===== src/rtl/pipe_stage_bank_pkg.sv =====
// Shared constants for the FD/DX/MW pipeline latch bank.
// The NOP encoding is the all-zero instruction word.
package pipe_stage_bank_pkg;

    localparam int DEF_WIDTH = 32;

    localparam logic [DEF_WIDTH-1:0] NOP_INSN = '0;

endpackage


===== src/rtl/pipe_stage_bank_stage_field_reg.sv =====
// One WIDTH-bit pipeline field register.
// Priority on each edge: reset > clear > en > hold.
module stage_field_reg
    import pipe_stage_bank_pkg::*;
#(
    parameter int WIDTH = DEF_WIDTH,
    parameter logic [WIDTH-1:0] CLR_VAL = '0
) (
    input  logic             clock,
    input  logic             reset,
    input  logic             clear,
    input  logic             en,
    input  logic [WIDTH-1:0] d,
    output logic [WIDTH-1:0] q
);

    always_ff @(posedge clock) begin
        if (reset) begin
            q <= '0;
        end else if (clear) begin
            q <= CLR_VAL;
        end else if (en) begin
            q <= d;
        end
    end

endmodule


===== src/rtl/pipe_stage_bank.sv =====
// FD, DX and MW pipeline latches; each stage stalls/flushes on its own.
// Flushed stages hold a NOP at PC 0 with zeroed operands.
module pipe_stage_bank
    import pipe_stage_bank_pkg::*;
#(
    parameter int WIDTH = DEF_WIDTH
) (
    input  logic             clock,
    input  logic             reset,

    input  logic             fd_en,
    input  logic             fd_flush,
    input  logic [WIDTH-1:0] fd_ir_in,
    input  logic [WIDTH-1:0] fd_pc_in,
    output logic [WIDTH-1:0] fd_ir_out,
    output logic [WIDTH-1:0] fd_pc_out,

    input  logic             dx_en,
    input  logic             dx_flush,
    input  logic [WIDTH-1:0] dx_ir_in,
    input  logic [WIDTH-1:0] dx_pc_in,
    input  logic [WIDTH-1:0] dx_a_in,
    input  logic [WIDTH-1:0] dx_b_in,
    output logic [WIDTH-1:0] dx_ir_out,
    output logic [WIDTH-1:0] dx_pc_out,
    output logic [WIDTH-1:0] dx_a_out,
    output logic [WIDTH-1:0] dx_b_out,

    input  logic             mw_en,
    input  logic [WIDTH-1:0] mw_ir_in,
    input  logic [WIDTH-1:0] mw_pc_in,
    input  logic [WIDTH-1:0] mw_o_in,
    input  logic [WIDTH-1:0] mw_d_in,
    output logic [WIDTH-1:0] mw_ir_out,
    output logic [WIDTH-1:0] mw_pc_out,
    output logic [WIDTH-1:0] mw_o_out,
    output logic [WIDTH-1:0] mw_d_out
);

    localparam logic [WIDTH-1:0] NOP = WIDTH'(NOP_INSN);

    // FD: instruction + next-PC
    stage_field_reg #(.WIDTH(WIDTH), .CLR_VAL(NOP)) uFdIr (
        .clock (clock),
        .reset (reset),
        .clear (fd_flush),
        .en    (fd_en),
        .d     (fd_ir_in),
        .q     (fd_ir_out)
    );

    stage_field_reg #(.WIDTH(WIDTH)) uFdPc (
        .clock (clock),
        .reset (reset),
        .clear (fd_flush),
        .en    (fd_en),
        .d     (fd_pc_in),
        .q     (fd_pc_out)
    );

    // DX: instruction, PC and both register operands
    stage_field_reg #(.WIDTH(WIDTH), .CLR_VAL(NOP)) uDxIr (
        .clock (clock),
        .reset (reset),
        .clear (dx_flush),
        .en    (dx_en),
        .d     (dx_ir_in),
        .q     (dx_ir_out)
    );

    stage_field_reg #(.WIDTH(WIDTH)) uDxPc (
        .clock (clock),
        .reset (reset),
        .clear (dx_flush),
        .en    (dx_en),
        .d     (dx_pc_in),
        .q     (dx_pc_out)
    );

    stage_field_reg #(.WIDTH(WIDTH)) uDxA (
        .clock (clock),
        .reset (reset),
        .clear (dx_flush),
        .en    (dx_en),
        .d     (dx_a_in),
        .q     (dx_a_out)
    );

    stage_field_reg #(.WIDTH(WIDTH)) uDxB (
        .clock (clock),
        .reset (reset),
        .clear (dx_flush),
        .en    (dx_en),
        .d     (dx_b_in),
        .q     (dx_b_out)
    );

    // MW never needs a bubble, so its clear is tied off
    stage_field_reg #(.WIDTH(WIDTH), .CLR_VAL(NOP)) uMwIr (
        .clock (clock),
        .reset (reset),
        .clear (1'b0),
        .en    (mw_en),
        .d     (mw_ir_in),
        .q     (mw_ir_out)
    );

    stage_field_reg #(.WIDTH(WIDTH)) uMwPc (
        .clock (clock),
        .reset (reset),
        .clear (1'b0),
        .en    (mw_en),
        .d     (mw_pc_in),
        .q     (mw_pc_out)
    );

    stage_field_reg #(.WIDTH(WIDTH)) uMwO (
        .clock (clock),
        .reset (reset),
        .clear (1'b0),
        .en    (mw_en),
        .d     (mw_o_in),
        .q     (mw_o_out)
    );

    stage_field_reg #(.WIDTH(WIDTH)) uMwD (
        .clock (clock),
        .reset (reset),
        .clear (1'b0),
        .en    (mw_en),
        .d     (mw_d_in),
        .q     (mw_d_out)
    );

endmodule


===== config.mk =====
export PLATFORM = sky130hd
export DESIGN_NAME = pipe_stage_bank
export DESIGN_NICKNAME = d
export VERILOG_FILES = /design/src/rtl/pipe_stage_bank_pkg.sv /design/src/rtl/pipe_stage_bank_stage_field_reg.sv /design/src/rtl/pipe_stage_bank.sv
export SDC_FILE = /design/constraint.sdc
export NUM_CORES = 1
export LEC_CHECK = 0
export ABC_CLOCK_PERIOD_IN_PS = 1800
export CAP_MARGIN = 20
export CORE_AREA = 2 2 253 255
export CTS_CLUSTER_DIAMETER = 40
export DETAILED_ROUTE_END_ITERATION = 12
export DIE_AREA = 0 0 255 257
export GPL_TIMING_DRIVEN = 0
export PLACE_DENSITY = 0.51
export SYNTH_ARGS = -nofsm -noshare
export SYNTH_HDL_FRONTEND = slang
export SYNTH_SLANG_ARGS = --single-unit

===== constraint.sdc =====
create_clock -name clock -period 1.8 [get_ports clock]
set_clock_uncertainty 0.2 [all_clocks]
set_input_delay 0.27 -clock clock [delete_from_list [all_inputs] [get_ports clock]]
set_output_delay 0.27 -clock clock [all_outputs]
set_load 0.02 [all_outputs]

==> results of run 1 <==
state kept, by name, indices dropped and copies added, names as in the netlist:
signal   flops
uFdPc.q     32
uDxPc.q     32
uMwD.q      32
uFdIr.q     32
uDxA.q      32
uMwIr.q     32
uDxIr.q     32
uDxB.q      32
uMwPc.q     32
uMwO.q      32
per-stage QoR:
step / total power [mW] / hold WS, ns
floorplan: 9.12 / 0.217
global placement: 10.7 / 0.271
detailed placement: 10.7 / 0.279
CTS: 21.8 / 0.0424
global route: 22.2 / 0.0699
finish: 21.3 / 0.102
power groups by stage:
stage / registers [mW] / logic [mW] / clock network, mW
final: 7.58 / 2.81 / 10.9
after global routing: 7.61 / 3.00 / 11.6
after CTS: 7.58 / 2.86 / 11.3
after detailed placement: 7.72 / 3.03 / 0
after global placement: 7.71 / 3.01 / 0
after floorplan: 8.08 / 1.04 / 0
metal layers:
| metal | up-vias | wire length [um] | track usage |
|---|---|---|---|
| li1 | 4865 | - | - |
| met4 | 2 | 1600 | 0.0569 |
| met3 | 100 | 4190 | 0.0484 |
| met5 | - | 13 | 0 |
| met2 | 427 | 22400 | 0.238 |
| met1 | 4372 | 15400 | 0.122 |
cells in the mapped netlist:
library cell    count  share of area
or2_4               1        0.00072
mux2i_1           320           0.26
or2_1               1        0.00052
buf_1               2        0.00062
nor2_1            260          0.081
nor2_4             60          0.056
buf_4              19          0.012
buf_12             20          0.033
dfxtp_1           320           0.53
buf_8              10          0.012
dlymetal6s2s_1      1         0.0010
buf_6               7         0.0065
buf_2              11         0.0045
cell type report:
cell class                 count  area share
multi-input combinational    642       0.228
clock inverter                30      0.0154
timing repair buffer         646       0.289
buffer                        70      0.0397
antenna                        1    0.000117
sequential                   320       0.300
clock buffer                  76      0.0779
tap                          846      0.0496
kinds of logic (layout without fill, tap and decap cells):
| family | count (synthesis) | in the layout | share of synthesized area |
|---|---|---|---|
| flops | 320 | 320 | 0.528 |
| mux | 320 | 320 | 0.264 |
| simple gates | 322 | 322 | 0.137 |
| buf+inv | 70 | 822 | 0.0699 |
| other cells | 0 | 1 | 0 |
worst max-delay path by stage:
stage | from | end | slack [ns] | cells after the start
global route | uMwD.q[25]$_SDFFE_PP0P_ | mw_d_out[25] | 0.000008 | 1
global placement | reset | uMwD.q[17]$_SDFFE_PP0P_ | -0.58 | 4
floorplan | fd_en | uFdIr.q[0]$_SDFFE_PP0P_ | 0.54 | 4
detailed placement | reset | uMwD.q[22]$_SDFFE_PP0P_ | -0.51 | 4
CTS | uFdIr.q[20]$_SDFFE_PP0P_ | fd_ir_out[20] | 0.0001 | 1
finish | uMwIr.q[10]$_SDFFE_PP0P_ | mw_ir_out[10] | 0.06 | 1
what timing repair did:
action	in CTS	in global routing
hold endpoints to repair	134	0
hold buffers	3	0
setup buffers	0	0
gates cloned	0	0
resized for setup	451	76
endpoints found under the setup margin	320	71
==> impl_metrics.ini, run 1 <==
[power]
seqPwrFrac = 0.355
ir_drop_v = 0.000664
p_sw_mw = 5.24
cellLeakagePower_nw = 9.65
p_sw_frac = 0.246
power.share.clock = 0.513
p_int_mw = 16.1
power.density_nw_per_um2 = 999
p_comb_frac = 0.132

[logic_synthesis]
yosysWarnings = 0
syn_nets = 1359
syn-cell-area_sq_um = 12100
syn_avg_cell_area_sq_um = 11.7
syn_inst = 1032
ys_seq_elements = 320
synth_cell_types = 13
ys_seq_area_frac = 0.528

[floorplanning]
io_pins = 647
die_y_um = 257
start_util = 0.193
dieArea_sq_um = 65500
core.rowCount = 92
core_area_sq_um = 62700
fp.dieW_um = 255

[sta]
hold_viol = 0
finalSetupViolCount = 0
setup-tns-final_ns = 0
rsz0062_at_grt = false
tightest_slew_ns = 0.574
period_share = 0.965
period_minus_slack_ns = 1.74
slew_headroom = 0.617
fin_ws_ns = 0.0625
fmax_ghz = 0.576
drv_slew = 0

[cells_and_area]
nets = 2067
layout.area.seq_sq_um = 6410
fin_cells = 2631
fin_util = 0.340
multiInputGateArea_sq_um = 4870
final_common_cell = clkdlybuf4s50_1
final_cell_mix = clkdlybuf4s50_1, mux2i_1, dfxtp_1, nor2_1, dlygate4sd2_1
fillCellCount = 6374
stdcell_area_sq_um = 21400
drive_above_1_share = 0.154
area_delta_synth_final_pct = 76.1

[clock_tree]
tritoncts = built
cts_root_buf = clkbuf_16
cts_buffers = 60
cts_sinks = 320
clk_pin_slew_worst_paths_ns = 0.05
h-tree-depth = 2
cts_max_path_buffers = 3
insertion_delay_ns = 0.58

[global_route]
grt.overflow.total = 0
grt_max_degree = 15
antenna_found_initial = 2
grt_usage = 0.127
grt_pass1_wl_um = 63100
grt_pass1_vias = 10400

[placement]
placed_area_sq_um = 19600
gp_congestion = 0.800
dp.cells = 2521
pre_cts_ws_ns = -0.514
dp_hpwl_um = 34900
io_buffers = 643

[setup_path]
critPathBufInv = 1
r2r-end = uFdPc.q[0]$_SDFFE_PP0P_
crit_path_cell_trace = clkdlybuf4s15_2
end_kind = output port
crit_family = flip-flops
critPathRequiredTime_ns = 1.33
start_kind = flop
cp_slowest_cell = dfxtp_1
reg2reg_depth = 2
crit_fanout = 2
critPathKind = flop to output port
cpPeakStageDelay_ns = 0.38
r2r_setup_slack_ns = 0.90
r2r_start = uFdPc.q[0]$_SDFFE_PP0P_
cp.arrival_ns = 1.27

[routing]
drt_iter0_drc = 228
dr.pass1.iters = 4
routed_wl_um = 43700
post_drt_wl_per_cell_um = 16.6
drcViolationCount = 0
vias = 9766
ant_nets = 0
vias_per_cell = 3.71

[run_status]
status = finished clean

[worst_hold_path]
hold_class = primary input to flop
holdPathStages = 3
timing.hold.worst.start = mw_o_in[22]
hold_path_end = uMwO.q[22]$_SDFFE_PP0P_

[job]
maxCapViolCount = 0
(Power assumes the default switching activity.)
==> run 2, diff against run 1 <==
CORE_AREA = 5 5 249 251   (was 2 2 253 255)
DIE_AREA = 0 0 254 256   (was 0 0 255 257)
PLACE_DENSITY = 0.53   (was 0.51)
==> run 2 against run 1 <==
Effect of this change: clock power up 26%; design area increased by 2.5%; non-clock buffer count did not move; wire length grew 2.6%; worst hold slack got worse by 0.0060 ns; critical path type unchanged; via count increased by 2.1%; critical endpoint is now mw_d_out[3]; die area decreased by 0.78%.
==> impl_metrics.ini, run 2 (synthesis results as in run 1) <==
[global_route]
grt_usage = 0.130
grt_pass1_vias = 10700
grt_pass1_wl_um = 65400
antenna_found_initial = 3
grt_max_degree = 11
grt.overflow.total = 0

[floorplanning]
start_util = 0.203
dieArea_sq_um = 65000
fp.dieW_um = 254
core.rowCount = 90
io_pins = 647
core_area_sq_um = 59700
die_y_um = 256

[clock_tree]
h-tree-depth = 3
post_cts_buffers = 0
cts_root_buf = clkbuf_16
tritoncts = built
insertion_delay_ns = 0.58
cts_sinks = 320
clk_pin_slew_worst_paths_ns = 0.05
cts_buffers = 71
cts_max_path_buffers = 3

[sta]
period_minus_slack_ns = 1.74
finalSetupViolCount = 0
holdWs_ns = 0.0956
slew_headroom = 0.647
hold_viol = 0
fmax_ghz = 0.573
drv_slew = 0
period_share = 0.969
fin_ws_ns = 0.0557
tightest_slew_ns = 0.528
setup-tns-final_ns = 0

[routing]
post_drt_wl_per_cell_um = 17.3
drcViolationCount = 0
vias_per_cell = 3.85
routed_wl_um = 44800
dr.pass1.iters = 4
drt_iter0_drc = 248
ant_nets = 0
vias = 9968

[setup_path]
start_kind = flop
cp.arrival_ns = 1.27
reg2reg_depth = 2
critPathKind = flop to output port
cp.depth = 1
crit_fanout = 2
end_kind = output port
cpPeakStageDelay_ns = 0.39
crit_path_cell_trace = dlygate4sd2_1
cp_slowest_cell = dlygate4sd2_1
critPathRequiredTime_ns = 1.33
critPathBufInv = 1
crit_family = buffers and inverters

[worst_hold_path]
hold_class = primary input to flop
holdPathStages = 3

[placement]
pre_cts_ws_ns = -0.525
gp_congestion = 0.768
dp_hpwl_um = 35400
io_buffers = 643
placed_area_sq_um = 19500
dp.cells = 2457

[cells_and_area]
final_common_cell = clkdlybuf4s50_1
nets = 2078
final_cell_mix = clkdlybuf4s50_1, mux2i_1, dfxtp_1, nor2_1, dlygate4sd2_1
multiInputGateArea_sq_um = 4870
fillCellCount = 5988
fin_cells = 2592
layout.area.seq_sq_um = 6410
stdcell_area_sq_um = 21900
drive_above_1_share = 0.157
area_delta_synth_final_pct = 80.5
fin_util = 0.367

[power]
p_sw_frac = 0.237
power.density_nw_per_um2 = 1100
power.share.clock = 0.570
p_int_mw = 18.4
p_comb_frac = 0.116
power_mw = 24.1
cellLeakagePower_nw = 10.1
ir_drop_v = 0.000929
p_sw_mw = 5.72
seqPwrFrac = 0.314

[job]
maxCapViolCount = 0

[run_status]
status = finished clean
run 2: cell types whose count changed in the layout (fill, tap and decap cells not counted), sizes merged:
cell,previous run,this run
buf,73,69
dlygate4sd2,165,212
clkbuf,95,93
bufinv,5,12
clkinv,15,21
diode,1,2
inv,1,3
clkinvlp,9,6
clkdlybuf4s15,132,103
run 2: metal layers:
layer  vias up  global-route usage  wire length (um)  share of wire
met5         -                   0                13        0.00029
met4         2              0.0512              1170          0.026
met3        69              0.0516              4300          0.096
met2       401               0.238             23400           0.52
met1      4598               0.132             16000           0.36
li1       4898                   -                 -              -
run 2: worst paths after layout:
path	start	endpoint	slack, ns
max	uMwD.q[3]$_SDFFE_PP0P_	mw_d_out[3]	0.06
min	dx_b_in[18]	uDxB.q[18]$_SDFFE_PP0P_	0.1
max reg2reg	uFdIr.q[24]$_SDFFE_PP0P_	uFdIr.q[24]$_SDFFE_PP0P_	0.87
min reg2reg	uMwD.q[29]$_SDFFE_PP0P_	uMwD.q[29]$_SDFFE_PP0P_	0.28
run 2: power groups by stage:
stage                     Sequential, mW  Combinational [mW]  Clock (mW)
final                               7.58                2.79        13.7
after global routing                7.60                2.99        14.5
after CTS                           7.58                2.84        14.2
after detailed placement            7.71                3.02           0
after global placement              7.70                2.99           0
after floorplan                     8.08                1.04           0
run 2: cell type report:
class,instances,area share
Buffer,70,0.0387
Multi-Input combinational cell,642,0.223
Clock inverter,42,0.0273
Sequential cell,320,0.293
Tap cell,782,0.0447
Antenna cell,2,0.000229
Timing Repair Buffer,646,0.284
Clock buffer,88,0.0897
run 2: what timing repair did:
| action | in CTS | in global routing |
|---|---|---|
| pin swaps | 0 | 0 |
| hold buffers | 3 | 0 |
| endpoints found under the hold margin | 133 | 0 |
| gates resized for setup | 440 | 21 |
| setup endpoints to repair | 320 | 21 |
